`src/rtl/mmio_bus_ctrl_pkg.sv`:
```
// mmio_bus_ctrl_pkg: address map, read-select encoding and timer control bits for the MMIO controller.
package mmio_bus_ctrl_pkg;
    localparam logic [3:0] LED_BASE   = 4'h8;
    localparam logic [3:0] SW_BASE    = 4'h9;
    localparam logic [7:0] TMR_LOAD   = 8'hA0;
    localparam logic [7:0] TMR_CTRL   = 8'hA1;
    localparam logic [7:0] TMR_COUNT  = 8'hA2;
    localparam logic [7:0] TMR_STATUS = 8'hA3;
    localparam int CTRL_EN = 0;
    localparam int CTRL_AR = 1;

    typedef enum logic [2:0] {SEL_MEM, SEL_LED, SEL_SW, SEL_TMR, SEL_ZERO} rd_sel_e;
    typedef enum logic {T_IDLE, T_RUN} tmr_state_e;

    function automatic rd_sel_e decode(input logic [7:0] a);
        return !a[7]                   ? SEL_MEM :
               a[7:4] == LED_BASE      ? SEL_LED :
               a[7:4] == SW_BASE       ? SEL_SW  :
               a[7:2] == TMR_LOAD[7:2] ? SEL_TMR : SEL_ZERO;
    endfunction
endpackage

```
`src/rtl/mmio_bus_ctrl_timer.sv`:
```
// mmio_bus_ctrl_timer: prescaled down-counter with enable/autoreload control and sticky W1C expiry flag.
module mmio_bus_ctrl_timer
    import mmio_bus_ctrl_pkg::*;
#(
    parameter int PRESCALE = 50000,
    parameter int PS_W     = 16
) (
    input  logic        clk_50MHz,
    input  logic        reset_n,
    input  logic        i_wr_load,
    input  logic        i_wr_ctrl,
    input  logic        i_wr_status,
    input  logic [15:0] i_wdata,
    input  logic [7:0]  i_rd_addr,
    output logic [15:0] o_rdata,
    output logic        o_expired
);
    logic [15:0]     r_load, r_count;
    logic [PS_W-1:0] r_ps;
    logic            r_ar, r_expired;
    tmr_state_e      r_state;
    logic            w_tick, w_expire;

    assign w_tick   = r_state == T_RUN && r_ps == PS_W'(PRESCALE - 1);
    // A zero count expires on the first tick just like a count of one.
    assign w_expire = w_tick && r_count <= 16'd1;

    always_ff @(posedge clk_50MHz or negedge reset_n) begin
        if (!reset_n) begin
            r_load    <= '0;
            r_count   <= '0;
            r_ps      <= '0;
            r_ar      <= 1'b0;
            r_expired <= 1'b0;
            r_state   <= T_IDLE;
        end else begin
            r_ps    <= (i_wr_load || w_tick || r_state == T_IDLE) ? '0 : r_ps + 1'b1;
            r_count <= i_wr_load ? i_wdata :
                       !w_tick ? r_count :
                       r_count > 16'd1 ? r_count - 16'd1 :
                       r_ar ? r_load : '0;
            if (i_wr_load)
                r_load <= i_wdata;
            if (i_wr_ctrl) begin
                r_state <= i_wdata[CTRL_EN] ? T_RUN : T_IDLE;
                r_ar    <= i_wdata[CTRL_AR];
            end else if (w_expire && !r_ar)
                r_state <= T_IDLE;
            r_expired <= w_expire || (r_expired && !(i_wr_status && i_wdata[0]));
        end
    end

    assign o_rdata = i_rd_addr == TMR_LOAD  ? r_load :
                     i_rd_addr == TMR_CTRL  ? {14'd0, r_ar, r_state == T_RUN} :
                     i_rd_addr == TMR_COUNT ? r_count : {15'd0, r_expired};
    assign o_expired = r_expired;
endmodule

```
`src/rtl/mmio_bus_ctrl.sv`:
```
// mmio_bus_ctrl: address decode, memory write gating, LED/switch registers and one-cycle read mux.
// Define MMIO_TIMER_EN to include the timer at 0xA0-0xA3; otherwise those addresses read 0.
module mmio_bus_ctrl
    import mmio_bus_ctrl_pkg::*;
#(
    parameter int LED_W    = 10,
    parameter int SW_W     = 10,
    parameter int PRESCALE = 50000,
    parameter int PS_W     = 16
) (
    input  logic             clk_50MHz,
    input  logic             reset_n,
    input  logic [7:0]       addr,
    input  logic [15:0]      wdata,
    input  logic             w_en,
    input  logic [15:0]      mem_q,
    output logic             mem_wren,
    output logic [15:0]      din,
    input  logic [SW_W-1:0]  sw,
    output logic [LED_W-1:0] led,
    output logic             tmr_expired
);
    logic [LED_W-1:0] r_led;
    logic [SW_W-1:0]  r_sw_meta, r_sw_sync;
    rd_sel_e          r_rd_sel, w_sel;
    logic [15:0]      r_rdata, w_rdata, w_tmr_rdata;
    logic             w_wr_periph;

    assign w_sel       = decode(addr);
    assign mem_wren    = w_en & ~addr[7];
    assign w_wr_periph = w_en & addr[7];

`ifdef MMIO_TIMER_EN
    mmio_bus_ctrl_timer #(
        .PRESCALE(PRESCALE),
        .PS_W    (PS_W)
    ) u_timer (
        .clk_50MHz  (clk_50MHz),
        .reset_n    (reset_n),
        .i_wr_load  (w_wr_periph && addr == TMR_LOAD),
        .i_wr_ctrl  (w_wr_periph && addr == TMR_CTRL),
        .i_wr_status(w_wr_periph && addr == TMR_STATUS),
        .i_wdata    (wdata),
        .i_rd_addr  (addr),
        .o_rdata    (w_tmr_rdata),
        .o_expired  (tmr_expired)
    );
`else
    logic w_unused;
    assign w_unused    = &{1'b0, wdata, PRESCALE[0], PS_W[0]};
    assign w_tmr_rdata = 16'h0000;
    assign tmr_expired = 1'b0;
`endif

    assign w_rdata = w_sel == SEL_LED ? 16'(r_led) :
                     w_sel == SEL_SW  ? 16'(r_sw_sync) :
                     w_sel == SEL_TMR ? w_tmr_rdata : 16'h0000;

    always_ff @(posedge clk_50MHz or negedge reset_n) begin
        if (!reset_n) begin
            r_led     <= '0;
            r_sw_meta <= '0;
            r_sw_sync <= '0;
            r_rd_sel  <= SEL_MEM;
            r_rdata   <= '0;
        end else begin
            r_sw_meta <= sw;
            r_sw_sync <= r_sw_meta;
            r_rd_sel  <= w_sel;
            r_rdata   <= w_rdata;
            if (w_wr_periph && w_sel == SEL_LED)
                r_led <= wdata[LED_W-1:0];
        end
    end

    // Memory reads pass straight through so their latency matches the synchronous RAM.
    assign din = r_rd_sel == SEL_MEM ? mem_q : r_rdata;
    assign led = r_led;
endmodule

```
`config.mk`:
```
export PLATFORM = sky130hd
export DESIGN_NAME = mmio_bus_ctrl
export DESIGN_NICKNAME = d
export VERILOG_FILES = /design/src/rtl/mmio_bus_ctrl_pkg.sv /design/src/rtl/mmio_bus_ctrl_timer.sv /design/src/rtl/mmio_bus_ctrl.sv
export SDC_FILE = /design/constraint.sdc
export NUM_CORES = 1
export LEC_CHECK = 0
export CORE_UTILIZATION = 30
export DETAILED_ROUTE_END_ITERATION = 16
export PLACE_DENSITY = 0.66
export SYNTH_ARGS = -nofsm -noshare
export SYNTH_HDL_FRONTEND = slang
export SYNTH_HIERARCHICAL = 1
export SYNTH_SLANG_ARGS = --single-unit
```
`constraint.sdc`:
```
create_clock -name clk_50MHz -period 1.53 [get_ports clk_50MHz]
set_input_delay 0.2295 -clock clk_50MHz [delete_from_list [all_inputs] [get_ports clk_50MHz]]
set_output_delay 0.2295 -clock clk_50MHz [all_outputs]
set_load 0.02 [all_outputs]
```
# Word level (Yosys, flattened, before mapping)
# Index checks and enable logic that the tools add are counted.
[word_totals]
wordCells = 22
input_bits = 53
ff_bits = 43
[op_classes]
n_bitwise = 3
eq_ne = 5
n_mux = 7
reduce_logical = 2
[ops]
columns = ["op", "count"]
rows = [
  ["10-bit two-way mux", 2],
  ["16-bit two-way mux", 1],
  ["3-bit two-way mux", 4],
  ["4-bit equality test, second input constant", 2],
  ["6-bit equality test, second input constant", 1],
  ["3-bit by 1-bit equality test with 1-bit output, second input constant", 1],
  ["3-bit by 2-bit equality test with 1-bit output, second input constant", 1],
  ["3-bit zero test", 1],
  ["1-bit bitwise AND", 2],
  ["1-bit logical AND", 1],
  ["1-bit inverter", 1],
]

# Depth between registers and ports, before layout
# Gate-level depths: netlist of the first run.
[depth]
ltp_word = 8
mapped_depth = 3
ltp_nobuf = 3

# Worst setup path before layout of the first run
# OpenSTA, ideal clock, no wires.
[synth_timing]
path_kind = "reg2out"
from = "register r_rd_sel[1]"
to = "output din[6]"
path_stages_with_launch = 4
required_ps = 1300
path_slack_ps = -45
t_arrival_ps = 1345
cell_sequence = "dfrtp_1 nor3_2 buf_4 mux2_2"
[synth_via]
elab_chain_len = 2
[synth_rtl]
columns = ["item", "line", "rtl"]
rows = [
  ["start, declared", "mmio_bus_ctrl.sv:25", "rd_sel_e r_rd_sel, w_sel;"],
  ["start signal, assigned", "mmio_bus_ctrl.sv:69", "r_rd_sel <= w_sel;"],
  ["3-bit zero test", "mmio_bus_ctrl.sv:77", "assign din = r_rd_sel == SEL_MEM ? mem_q : r_rdata;"],
  ["16-bit two-way mux", "mmio_bus_ctrl.sv:77", ""],
  ["end, declared", "mmio_bus_ctrl.sv:18", "output logic [15:0] din,"],
]
# No other way between the ends.

# Worst setup path after layout of the first run
[layout_timing]
from = "register r_rd_sel[1]"
to = "output din[7]"
# Same word-level chain as after synthesis.

==> flow_summary.ini, run 1 <==
[run_status]
status = finished with violations
violations = setup timing

[worst_setup_path]
critical_path.startpoint_type = register
crit_required_ns = 1.30
end_kind = output port
cp-startpoint = r_rd_sel[1]
rr_startpoint = led[0]
crit_fanout = 6
worstPathArrival_ns = 1.59
criticalPathCategory = reg2out

[clock_network]
clock_sinks = 43
clockBufferDepth = 2
cts.clk_slew.worst_paths_ns = 0.09
htree_levels = 2
clockRootBuffer = clkbuf_8
cts_tree = built
insertion_delay_ns = 0.30
numCtsBuffers = 5

[finish]
nNetsFinal = 236
area_growth_pct = 67.9
fin_cells = 251
seq_area_mm2 = 0.00108
nFillCells = 390
post-route-util = 0.539
multi_input_area_um2 = 518
drive_above_1_share = 0.364
num_antenna_cells = 0

[worst_hold_path]
hold_path_class = in2reg
hp-start = sw[8]

[floorplanning]
dieArea_mm2 = 0.00548
dieHeight_um = 74
fp.coreArea_mm2 = 0.00485
row_count = 25
die_w_um = 74
io_pins = 81
start_util = 0.321

[timing]
hold_violations = 0
skew_ns = 0.00910
setup-tns-final_ns = -3.60
period_needed_ns = 1.82
fin_ws_ns = -0.287
slew_violations = 0
fin_crit_sh = 1.19
rsz0062_at_grt = true
max_freq_mhz = 550
setup_viol = 16

[placed_design]
dp_hpwl_um = 2660
gp_congestion = 0.757
numPortBuffers = 71
dp.cells = 239

[yosys]
synth_fp_nets = 148
synth_seq_cells = 43
synth-edff-count = 0
ys_seq_area_frac = 0.692
ys_types = 18
ys_async_sr_fraction = 1.00
synth_top_area_share = 0.692
ys_warn_count = 6
synth_area_mm2 = 0.00156
synth_most_common_cell = dfrtp_1
postSynthCellCount = 95
avgSynthCellArea_um2 = 16.4
netlist.top_cell.by_area = dfrtp_1
synthFlopType = dfrtp_1
synth_area_leaders = dfrtp_1 69%, mux2_2 14%, a22o_1 5.6%, and2_1 2.4%, nor4b_4 1.5%
synth_common_cells = 43 x dfrtp_1, 20 x mux2_2, 10 x a22o_1, 6 x and2_1

[grt]
grt_use_total = 0.150
grt_max_degree = 23
grt_pass1_vias = 1191
grt_overflow = 0
antenna_found_initial = 0
grt_first_pass_wirelength_um = 5870

[pwr]
p_leak_uw = 0.00124
max-vdd-ir-drop_v = 0.000610
power_density_mw_per_mm2 = 1040
p_total_uw = 2700

[routing]
ant_nets = 0
route.detailed.vias_per_inst = 4.27
wl_per_cell_um = 14.2
vias = 1072
post-route-drc-count = 0
dr.pass1.iters = 4
drt-total-wl_um = 3570
drt-initial-drc-count = 21

[run]
drv_cap = 0
==> power breakdown <==
part	switching [µW]	internal (µW)	total, µW	leakage [µW]
combinational	277	375	652	0.000661
sequential	66.7	1240	1300	0.000533
clock	412	335	747	0.0000491
total	756	1950	2700	0.00124
==> registers in the layout, summed over array words and instances, names as in the netlist <==
name and flops:
r_rd_sel 3, r_sw_sync 10, r_sw_meta 10, led 10, r_rdata 10
==> critical path: stages (launching register included) <==
cell and delay (ns):
dfrtp_1 0.41, nor3_4 0.26, buf_6 0.18, mux2_4 0.31, buf_6 0.13
==> final timing paths <==
check	slack, ns	cells past startpoint	endpoint
worst max-delay path	-0.29	4	din[7]
worst min-delay path	0.35	1	r_sw_meta[8]
worst max register to register	0.73	1	led[0]
worst min register to register	0.35	0	r_sw_sync[2]
max in group asynchronous	0.59	3	r_sw_sync[5]
min in group asynchronous	0.39	2	r_sw_meta[6]
==> metrics by stage <==
stage          worst slack [ns]  hold slack [ns]  cell area (µm²)
2_1_floorplan            0.0329          -0.0661             1560
3_3_place_gp             -0.340            0.197             2410
3_5_place_dp             -0.361            0.211             2410
4_1_cts                  -0.338            0.349             2660
5_1_grt                  -0.360            0.336             2610
6_report                 -0.287            0.352             2610
==> repair_timing <==
action                     4_1_cts  5_1_grt
hold endpoints to repair        20        0
hold buffers                     1        0
setup buffers                    5        0
pin swaps                        5        3
setup endpoints to repair       24       19
gates cloned                     1        0
gates resized for setup        126        3
==> layout by cell type (no fill, tap or decap), drive strengths merged <==
cell type	instances
clkdlybuf4s50	43
dfrtp	43
buf	29
mux2	20
a22o	10
dlygate4sd2	8
and2	6
clkbuf	5
dlymetal6s2s	3
nand2b	2
inv	2
nor3	2
or4b	1
a21oi	1
nor4b	1
nor3b	1
o21a	1
nor2	1
nor2b	1
nand2	1
conb	1
clkinv	1
dlygate4sd3	1
==> cells by family (layout without fill, tap and decap cells) <==
family | count (synthesis) | after routing | share of synthesized area
flops | 43 | 43 | 0.692
mux | 20 | 20 | 0.145
simple gates | 16 | 16 | 0.0837
compound gates | 12 | 12 | 0.0644
buf+inv | 3 | 92 | 0.0129
other cells | 1 | 1 | 0.00241
==> cell type report <==
class | count | share of cell area
Clock buffer | 5 | 0.0264
Clock inverter | 3 | 0.0101
Multi-Input combinational cell | 49 | 0.198
Sequential cell | 43 | 0.412
Tap cell | 67 | 0.0321
Timing Repair Buffer | 84 | 0.321
==> metal layers <==
| layer | GRT usage | vias to the layer above | wire, µm |
|---|---|---|---|
| met2 | 0.268 | 47 | 1830 |
| li1 | - | 506 | - |
| met1 | 0.161 | 511 | 1420 |
| met4 | 0.0641 | 0 | 70 |
| met3 | 0.0501 | 8 | 241 |
| met5 | 0 | - | 0 |
(Power assumes the default switching activity.)
==> run 2: changes to the inputs <==
--- a/config.mk
+++ b/config.mk
@@ -5,9 +5,11 @@
 export SDC_FILE = /design/constraint.sdc
 export NUM_CORES = 1
 export LEC_CHECK = 0
-export CORE_UTILIZATION = 30
+export CELL_PAD_IN_SITES_DETAIL_PLACEMENT = 0
+export CELL_PAD_IN_SITES_GLOBAL_PLACEMENT = 1
+export CORE_UTILIZATION = 27
 export DETAILED_ROUTE_END_ITERATION = 16
-export PLACE_DENSITY = 0.66
+export PLACE_DENSITY_LB_ADDON = 0.1
 export SYNTH_ARGS = -nofsm -noshare
 export SYNTH_HDL_FRONTEND = slang
 export SYNTH_HIERARCHICAL = 1
==> flow_summary.ini, run 2 (synthesis results as in run 1) <==
[routing]
drt-initial-drc-count = 21
post-route-drc-count = 0
dr.pass1.iters = 4
vias = 1084
wl_per_cell_um = 14.2
route.detailed.vias_per_inst = 4.23
drt-total-wl_um = 3630
ant_nets = 0

[timing]
rsz0062_at_grt = true
skew_ns = 0.00753
fin_ws_ns = -0.248
worst_pin_slew_ns = 0.502
period_needed_ns = 1.78
slew_violations = 0
slew-limit-headroom = 0.665
setup_viol = 16
hold_violations = 0
max_freq_mhz = 562
fin_crit_sh = 1.16

[worst_setup_path]
r2r_setup_slack_ns = 0.75
slowest_stage = dfrtp_1
reg2regPathDepth = 1
path_cells = nor3_4 -> buf_6 -> mux2_4 -> buf_6
cp_top_family = flip-flops
endpoint = din[3]
crit_cells = 4
worstPathArrival_ns = 1.55
crit_top_cell = buf_6
criticalPathCategory = reg2out
path_buf_inv = 2
reg2reg_to = led[0]
cp-startpoint = r_rd_sel[1]
end_kind = output port
critical_path.startpoint_type = register
crit_required_ns = 1.30
rr_startpoint = led[0]
slowest_delay_ns = 0.39
crit_fanout = 6

[pwr]
p_leak_uw = 0.00131
power.share.clock = 0.298
combPwrFrac = 0.242
p_sw_uw = 693
power_density_mw_per_mm2 = 1050
p_seq_frac = 0.460
swShare = 0.247
p_int_uw = 2110
max-vdd-ir-drop_v = 0.000626

[clock_network]
clockBufferDepth = 2
cts_tree = built
insertion_delay_ns = 0.29
htree_levels = 2
cts.clk_slew.worst_paths_ns = 0.08
clock_sinks = 43
numCtsBuffers = 5
clockRootBuffer = clkbuf_8

[floorplanning]
dieArea_mm2 = 0.00607
fp.coreArea_mm2 = 0.00554
row_count = 27
start_util = 0.281
dieHeight_um = 77.9
io_pins = 81
die_w_um = 77.9

[grt]
grt_overflow = 0
grt_pass1_vias = 1191
grt_use_total = 0.132
antenna_found_initial = 0
grt_max_degree = 25
grt_first_pass_wirelength_um = 6000

[placed_design]
gp_congestion = 0.719
dp_slack_ns = -0.339
dp_hpwl_um = 2530
placed_area_mm2 = 0.00242
numPortBuffers = 71

[finish]
nNetsFinal = 237
num_antenna_cells = 0
drive_above_1_share = 0.364
post-route-util = 0.482
final_cell_mix = 43 x clkdlybuf4s50_1, 43 x dfrtp_1, 20 x buf_6
area_growth_pct = 71.8
fin_area_mm2 = 0.00267

[worst_hold_path]
hold_depth = 0
hold_path_class = reg2reg

[run]
drv_cap = 0

[run_status]
violations = setup timing
status = finished with violations
-- run 2: cell type report --
class	count	area, µm²
fill	503	2870
tap	72	90.1
multi-input combinational	49	518
sequential	43	1080
clock inverter	2	37.5
clock buffer	5	68.8
timing repair buffer	85	881
-- run 2: power groups by stage --
stage | Clock (µW) | Combinational (µW) | Sequential (µW)
finish | 836 | 680 | 1290
global route | 922 | 722 | 1310
CTS | 867 | 699 | 1300
detailed placement | 0 | 632 | 1320
global placement | 0 | 628 | 1310
floorplan | 0 | 188 | 1380
-- run 2: per-stage QoR --
stage | hold WS, ns | cells | setup TNS (ns) | total power [µW]
2_1_floorplan | -0.0661 | 95 | 0 | 1570
3_3_place_gp | 0.213 | 244 | -7.54 | 1940
3_5_place_dp | 0.218 | 244 | -8.50 | 1950
4_1_cts | 0.349 | 256 | -3.43 | 2860
5_1_grt | 0.351 | 256 | -4.14 | 2950
6_report | 0.346 | 256 | -3.18 | 2810
-- run 2: worst min-delay path by stage --
stage | from | to
2_1_floorplan | reset_n | led[0]
3_3_place_gp | reset_n | r_rdata[9]
3_5_place_dp | reset_n | led[9]
4_1_cts | r_sw_meta[9] | r_sw_sync[9]
5_1_grt | sw[1] | r_sw_meta[1]
6_report | r_sw_meta[9] | r_sw_sync[9]
-- run 2: per-layer routing --
metal | global-route usage | share of wire | vias up
li1 | - | - | 511
met1 | 0.146 | 0.39 | 518
met2 | 0.235 | 0.51 | 49
met3 | 0.0459 | 0.084 | 6
met4 | 0.0444 | 0.013 | 0
met5 | 0 | 0 | -
-- run 2: repair_timing --
item                                    in CTS  in global routing
hold buffers                                 1                  0
endpoints found under the setup margin      18                 25
gates cloned                                 1                  0
buffers inserted                             3                  0
gates resized for setup                    118                  9
pin swaps                                    6                  2
endpoints found under the hold margin       19                  0
